`config.mk`:
```
export PLATFORM = sky130hd
export DESIGN_NAME = destuf
export DESIGN_NICKNAME = d
export VERILOG_FILES = /design/src/rtl/destuf.sv
export SDC_FILE = /design/constraint.sdc
export NUM_CORES = 1
export LEC_CHECK = 0
export CORE_AREA = 4 4 41 43
export CTS_CLUSTER_DIAMETER = 200
export DETAILED_ROUTE_END_ITERATION = 8
export DIE_AREA = 0 0 45 47
export HOLD_SLACK_MARGIN = 0.12
export PLACE_DENSITY = 0.45
export SYNTH_ARGS = -nofsm -noshare
export SYNTH_HDL_FRONTEND = slang
export SYNTH_SLANG_ARGS = --single-unit
export TNS_END_PERCENT = 50
```
`constraint.sdc`:
```
create_clock -name clk -period 2.1 [get_ports clk]
set_clock_uncertainty 0.2 [all_clocks]
set_input_delay 0.63 -clock clk [delete_from_list [all_inputs] [get_ports clk]]
set_output_delay 0.63 -clock clk [all_outputs]
set_load 0.05 [all_outputs]
```
`src/rtl/destuf.sv`:
```
// rtl/destuf.sv - bit destuffer: strips the 0 inserted after every RUN_LEN consecutive 1s.
// Optional macro DESTUF_ABORT_EN: a stuffing violation discards the rest of the frame.
module destuf #(
    parameter int RUN_LEN = 5
) (
    input  logic       clk,
    input  logic       rst,
    input  logic       valid_in,
    input  logic       data_in,
    output logic       valid_out,
    output logic       data_out,
    output logic       stuff_err,
    output logic [3:0] ones_cnt
);

    typedef enum logic {
        RUN     = 1'b0,
        DISCARD = 1'b1
    } state_t;

    localparam logic [3:0] RUN_LEN_C = 4'(RUN_LEN);

    state_t     state_q;
    logic       valid_out_q;
    logic       data_out_q;
    logic       stuff_err_q;
    logic [3:0] cnt_q;
    logic [3:0] cnt_d;

    // Next run length for a bit that is forwarded as payload.
    assign cnt_d = data_in ? cnt_q + 4'd1 : 4'd0;

    always_ff @(posedge clk) begin
        if (rst) begin
            state_q     <= RUN;
            valid_out_q <= 1'b0;
            data_out_q  <= 1'b0;
            stuff_err_q <= 1'b0;
            cnt_q       <= 4'd0;
        end else begin
            valid_out_q <= 1'b0;
            stuff_err_q <= 1'b0;
            if (!valid_in) begin
                // A gap ends the frame: run length and abort state both restart.
                cnt_q   <= 4'd0;
                state_q <= RUN;
            end else if (state_q == DISCARD) begin
                cnt_q <= 4'd0;
            end else if (cnt_q < RUN_LEN_C) begin
                valid_out_q <= 1'b1;
                data_out_q  <= data_in;
                cnt_q       <= cnt_d;
            end else begin
                // Stuffed position: a 0 is dropped silently, a 1 is a violation.
                cnt_q <= 4'd0;
                if (data_in) begin
                    stuff_err_q <= 1'b1;
`ifdef DESTUF_ABORT_EN
                    state_q <= DISCARD;
`else
                    state_q <= RUN;
`endif
                end
            end
        end
    end

    assign valid_out = valid_out_q;
    assign data_out  = data_out_q;
    assign stuff_err = stuff_err_q;
    assign ones_cnt  = cnt_q;

endmodule

```
==> impl_metrics.py, run 1 <==
metrics = {
    "outcome": {
        "outcome": "finished clean",
    },
    "detailed_routing": {
        "wire_per_inst_um": 11.9,
        "vias_per_cell": 4.16,
        "antenna_left": 0,
        "drc": 0,
        "totalWireLength_um": 665,
        "firstDrtPassIters": 2,
        "vias": 233,
        "drtIter0Drc": 4,
    },
    "setup_path": {
        "r2r_cells": 5,
        "reg2reg_to": "ones_cnt[2]$_SDFF_PP0_",
        "start_kind": "primary input",
        "critPathKind": "primary input to register",
        "max_stage_delay_ns": 0.44,
        "endpoint_kind": "register",
        "crit_chain": "clkdlybuf4s50_1 -> nand3b_1 -> or3_4 -> nor2_1",
        "cp.arrival_ns": 1.77,
        "crit_fanout": 5,
        "r2r_start": "ones_cnt[0]$_SDFF_PP0_",
        "path_buf_inv": 1,
        "endpoint": "ones_cnt[2]$_SDFF_PP0_",
        "crit_cells": 4,
        "worstSetupStartpoint": "rst",
        "critical-path-top-delay-family": "simple AND/OR/NAND/NOR gates",
        "required_ns": 2.08,
        "slowest_stage": "clkdlybuf4s50_1",
        "r2r_slack_ns": 0.60,
    },
    "worst_hold_path": {
        "hp-class": "register to register",
    },
    "timing": {
        "worst_pin_slew_ns": 0.246,
        "rsz0062_at_grt": "false",
        "setup_violations": 0,
        "min_period_ns": 1.79,
        "hold_viol_final": 0,
        "hold_slack_ns": 0.295,
        "final_max_slew_viol_count": 0,
        "slew_headroom_pct": 83.6,
        "max_freq_mhz": 559,
        "setup_tns_ns": 0,
        "fin_crit_sh_pct": 85.2,
    },
    "synth": {
        "ys_ff_latch": 7,
        "syn_nets": 33,
        "syn_avg_cell_area_um2": 10.1,
        "seq_area_frac_synth_pct": 51.4,
        "synthCells": 27,
        "ys_types": 13,
        "yosys_warnings": 0,
        "syn_area_um2": 273,
    },
    "clock_network": {
        "cts_resized": 0,
        "clock_latency_ns": 0.25,
        "ctsHoldBuffers": 0,
        "path_clk_slew_ns": 0.05,
        "htreeDepth": 1,
        "post_cts_buffers": 0,
        "cts_made_buffers": 3,
        "cts_tree": "done",
        "clock-sinks": 7,
        "root_buffer": "clkbuf_4",
        "cts_buffer_depth": 2,
    },
    "global_route": {
        "grt_pass1_wl_mm": 1.14,
        "grt_pass1_vias": 281,
        "antenna_found_initial": 0,
        "grt_max_degree": 6,
        "grtUsageTotal_pct": 7.83,
        "grt-ovfl-total": 0,
    },
    "floorplan": {
        "rows": 13,
        "die_height_um": 47,
        "io_pins": 11,
        "start_util_pct": 21.0,
        "dieWidth_um": 45,
        "dieArea_um2": 2120,
        "core_area_um2": 1300,
    },
    "run": {
        "max_cap_violations": 0,
    },
    "layout": {
        "drive_above_1_share_pct": 29.3,
        "final_cells": 56,
        "nNetsFinal": 48,
        "areaGrowthSynthToFinish_pct": 65.1,
        "post-route-util_pct": 34.6,
        "n_antenna_cell": 0,
    },
    "power": {
        "p_per_area_nw_per_um2": 651,
        "p_leak_nw": 0.174,
        "vdd_drop_max_uv": 246,
    },
    "placed_design": {
        "portBuffers": 10,
        "gp_congestion": 0.636,
        "post-dp-hpwl_um": 500,
        "dpl.cell_count": 52,
    },
}
## cells in the final DEF (no fill, tap or decap), drive strengths merged
master / synthesis / final
dfxtp: 7 / 7
nand3: 1 / 1
ha: 2 / 2
nor2: 6 / 6
nor4b: 1 / 1
clkdlybuf4s50: 0 / 3
buf: 0 / 7
nand3b: 1 / 1
nand2b: 1 / 1
clkbuf: 0 / 4
xnor2: 1 / 1
or3: 1 / 1
nor3b: 1 / 1
o21ai: 1 / 1
nor2b: 1 / 1
inv: 3 / 3
## how the worst min path moves through the flow
stage,cells after the start,from,end
2_1_floorplan,1,ones_cnt[0]$_SDFF_PP0_,ones_cnt[0]$_SDFF_PP0_
3_5_place_dp,2,data_out$_SDFFE_PP0P_,data_out$_SDFFE_PP0P_
6_report,2,data_out$_SDFFE_PP0P_,data_out$_SDFFE_PP0P_
3_3_place_gp,2,data_out$_SDFFE_PP0P_,data_out$_SDFFE_PP0P_
4_1_cts,2,data_out$_SDFFE_PP0P_,data_out$_SDFFE_PP0P_
5_1_grt,1,ones_cnt[0]$_SDFF_PP0_,ones_cnt[0]$_SDFF_PP0_
## layout make-up
| cell class | instances | area [µm²] |
|---|---|---|
| clock buffers | 4 | 26.3 |
| fillers | 142 | 851 |
| inverters | 3 | 11.3 |
| multi-input cells | 17 | 121 |
| flip-flops and latches | 7 | 140 |
| well taps | 15 | 18.8 |
| repair buffers | 10 | 133 |
## tightest hold or removal path: cells and delay by family, from the launching register on
kind,cells,cell delay [ns]
AOI/OAI and AO/OA,1,0.07
DFF,1,0.31
and+or+nand+nor,1,0.06
## state kept, by name, summed over array words and instances (netlist names)
| name | flops |
|---|---|
| data_out | 1 |
| ones_cnt | 4 |
| stuff_err | 1 |
| valid_out | 1 |
## routing by layer
metal / up-vias / GRT usage, % / wire length, µm
met5: - / 0 / 0
met4: 0 / 5.26 / 0
met3: 0 / 3.83 / 76
met2: 11 / 12.7 / 310
met1: 109 / 7.99 / 277
li1: 113 / - / -
## power by group
| part | internal [mW] | switching [mW] | leakage [nW] | total [mW] |
|---|---|---|---|---|
| Combinational | 0.0157 | 0.0181 | 0.102 | 0.0338 |
| Clock | 0.0724 | 0.0481 | 0.0150 | 0.120 |
| Sequential | 0.136 | 0.00273 | 0.0570 | 0.139 |
## synth_stat cells, drive strengths merged
master	number	area share [%]
nor3b	1	2.8
nor4b	1	3.2
nor2b	1	5.0
o21ai	1	1.8
dfxtp	7	51
nor2	6	8.3
xnor2	1	3.2
or3	1	4.1
nand3	1	1.8
inv	3	4.1
ha	2	9.2
nand2b	1	2.3
nand3b	1	2.8
## metrics by stage
stage / cell area [µm²] / total power, mW / setup slack [ns]
3_3_place_gp: 424 / 0.175 / 0.0883
4_1_cts: 450 / 0.297 / 0.297
3_5_place_dp: 424 / 0.176 / 0.0645
6_report: 450 / 0.293 / 0.310
2_1_floorplan: 273 / 0.159 / 0.454
5_1_grt: 450 / 0.304 / 0.253
## cell families after synthesis
kind of cell    Yosys count  synth area share [%]
flops                     7                  51.4
buf+inv                   3                  4.13
fa+ha+maj                 2                  9.17
xor+xnor                  1                  3.21
compound gates            1                  1.83
simple gates             13                  30.3
No activity file was read; power rests on OpenSTA's default activity.
==> inputs of run 2 (changes only) <==
Settings changed: CORE_AREA 4 4 41 43 to 5 5 42 44, DIE_AREA 0 0 45 47 to 0 0 47 49.
==> run 2 against run 1 <==
Net effect:
- core utilization is 2.4 points lower
- sequential share of layout area shrank 0.086 points
- hold slack lost 0.0037 ns
- largest cell class unchanged
- largest power group unchanged
- register-to-register slack better by 0.04 ns
- first-iteration DRC count decreased by 50%
- die area up 8.9%
==> impl_metrics.py, run 2 (same netlist as run 1, synthesis figures left out) <==
metrics = {
    "clock_network": {
        "cts_made_buffers": 3,
        "ctsHoldBuffers": 0,
        "cts_buffer_depth": 2,
        "root_buffer": "clkbuf_4",
        "htreeDepth": 1,
        "cts_resized": 0,
        "clock_latency_ns": 0.25,
        "post_cts_buffers": 0,
        "path_clk_slew_ns": 0.06,
        "clock-sinks": 7,
        "cts_tree": "done",
    },
    "timing": {
        "setup_tns_ns": 0,
        "slew_headroom_pct": 83.5,
        "max_freq_mhz": 573,
        "rsz0062_at_grt": "false",
        "setup_violations": 0,
        "final_max_slew_viol_count": 0,
        "min_period_ns": 1.74,
        "fin_crit_sh_pct": 83.1,
        "hold_viol_final": 0,
        "worst_pin_slew_ns": 0.245,
    },
    "layout": {
        "final_common_cell": "dfxtp_1",
        "nNetsFinal": 48,
        "n_antenna_cell": 0,
        "areaGrowthSynthToFinish_pct": 65.6,
        "largest_reg_flops": 4,
        "multi_input_area_um2": 121,
        "final_cell_mix": "dfxtp_1, nor2_1, buf_12",
        "drive_above_1_share_pct": 29.3,
        "nFillCells": 152,
        "regArea_um2": 140,
    },
    "setup_path": {
        "critical-path-top-delay-family": "simple AND/OR/NAND/NOR gates",
        "max_stage_delay_ns": 0.43,
        "slowest_stage": "clkdlybuf4s50_1",
        "r2r_slack_ns": 0.64,
        "worstSetupStartpoint": "rst",
        "critPathKind": "primary input to register",
        "reg2reg_to": "ones_cnt[3]$_SDFF_PP0_",
        "endpoint_kind": "register",
        "start_kind": "primary input",
        "r2r_start": "ones_cnt[0]$_SDFF_PP0_",
        "path_buf_inv": 1,
        "cp.arrival_ns": 1.73,
        "r2r_cells": 5,
        "required_ns": 2.08,
        "crit_chain": "clkdlybuf4s50_1 -> nand3b_1 -> or3_4 -> nor2_1",
        "crit_fanout": 5,
    },
    "floorplan": {
        "start_util_pct": 19.5,
        "core_area_um2": 1400,
        "dieArea_um2": 2300,
        "dieWidth_um": 47,
        "io_pins": 11,
        "die_height_um": 49,
        "rows": 14,
    },
    "global_route": {
        "antenna_found_initial": 0,
        "grt_pass1_wl_um": 938,
        "grtUsageTotal_pct": 6.28,
        "grt_max_degree": 6,
        "grt_pass1_vias": 225,
        "grt-ovfl-total": 0,
    },
    "power": {
        "swShare_pct": 23.9,
        "p_per_area_nw_per_um2": 653,
        "p_leak_nw": 0.174,
        "vdd_drop_max_uv": 237,
        "p_sw_mw": 0.0704,
        "combPwrFrac_pct": 11.3,
        "intPower_mw": 0.224,
        "power_frac_seq_pct": 47.0,
        "clock_power_share_pct": 41.7,
        "power_mw": 0.295,
    },
    "detailed_routing": {
        "antenna_left": 0,
        "totalWireLength_um": 586,
        "firstDrtPassIters": 2,
        "drtIter0Drc": 2,
        "drc": 0,
        "vias_per_cell": 3.98,
        "vias": 227,
        "wire_per_inst_um": 10.3,
    },
    "outcome": {
        "outcome": "finished clean",
    },
    "worst_hold_path": {
        "worstHoldEndpoint": "data_out$_SDFFE_PP0P_",
        "hold_depth": 2,
        "min-delay-start": "data_out$_SDFFE_PP0P_",
        "hp-class": "register to register",
    },
    "placed_design": {
        "gp_congestion": 0.713,
        "portBuffers": 10,
        "post-dp-hpwl_um": 449,
    },
    "run": {
        "max_cap_violations": 0,
    },
}
[run 2: power groups by stage]
stage	registers (mW)	clock network, mW	logic [mW]
after CTS	0.139	0.128	0.0339
after detailed placement	0.141	0	0.0337
after global placement	0.141	0	0.0334
after global routing	0.139	0.138	0.0357
final	0.139	0.123	0.0333
after floorplan	0.152	0	0.00736
[run 2: cell type report]
class                           count  share of cell area (%)
Sequential cell                     7                    31.0
Tap cell                           16                    4.43
Multi-Input combinational cell     17                    26.9
Clock buffer                        4                    5.82
Timing Repair Buffer               10                    29.4
Inverter                            3                    2.49
[run 2: layer usage]
metal / up-vias / share of wire [%] / track usage, %
li1: 115 / - / -
met1: 99 / 42 / 7.08
met2: 11 / 39 / 7.01
met3: 2 / 17 / 4.06
met4: 0 / 1.9 / 6.91
met5: - / 0 / 0
[run 2: how the worst max path moves through the flow]
stage,endpoint,slack [ns],cells after the start
floorplan,data_out$_SDFFE_PP0P_,0.45,5
global placement,ones_cnt[3]$_SDFF_PP0_,0.1,4
detailed placement,ones_cnt[2]$_SDFF_PP0_,0.10,4
CTS,ones_cnt[3]$_SDFF_PP0_,0.35,4
global route,ones_cnt[0]$_SDFF_PP0_,0.26,4
finish,ones_cnt[3]$_SDFF_PP0_,0.36,4
[run 2: worst min-delay path, cell delays in order (launching register included)]
cell      delay [ns]
dfxtp_1         0.31
nand2b_1        0.06
o21ai_0         0.07
[run 2: through the flow]
| stage | std cells | cell area, µm² | hold WS (ns) | utilization [%] | setup WS (ns) |
|---|---|---|---|---|---|
| 6_report | 57 | 452 | 0.292 | 32.2 | 0.356 |
| 5_1_grt | 57 | 452 | 0.337 | 32.2 | 0.265 |
| 4_1_cts | 57 | 452 | 0.296 | 32.2 | 0.352 |
| 3_5_place_dp | 53 | 425 | 0.281 | 30.4 | 0.101 |
| 3_3_place_gp | 53 | 425 | 0.287 | 30.4 | 0.0961 |
| 2_1_floorplan | 27 | 273 | 0.466 | - | 0.454 |
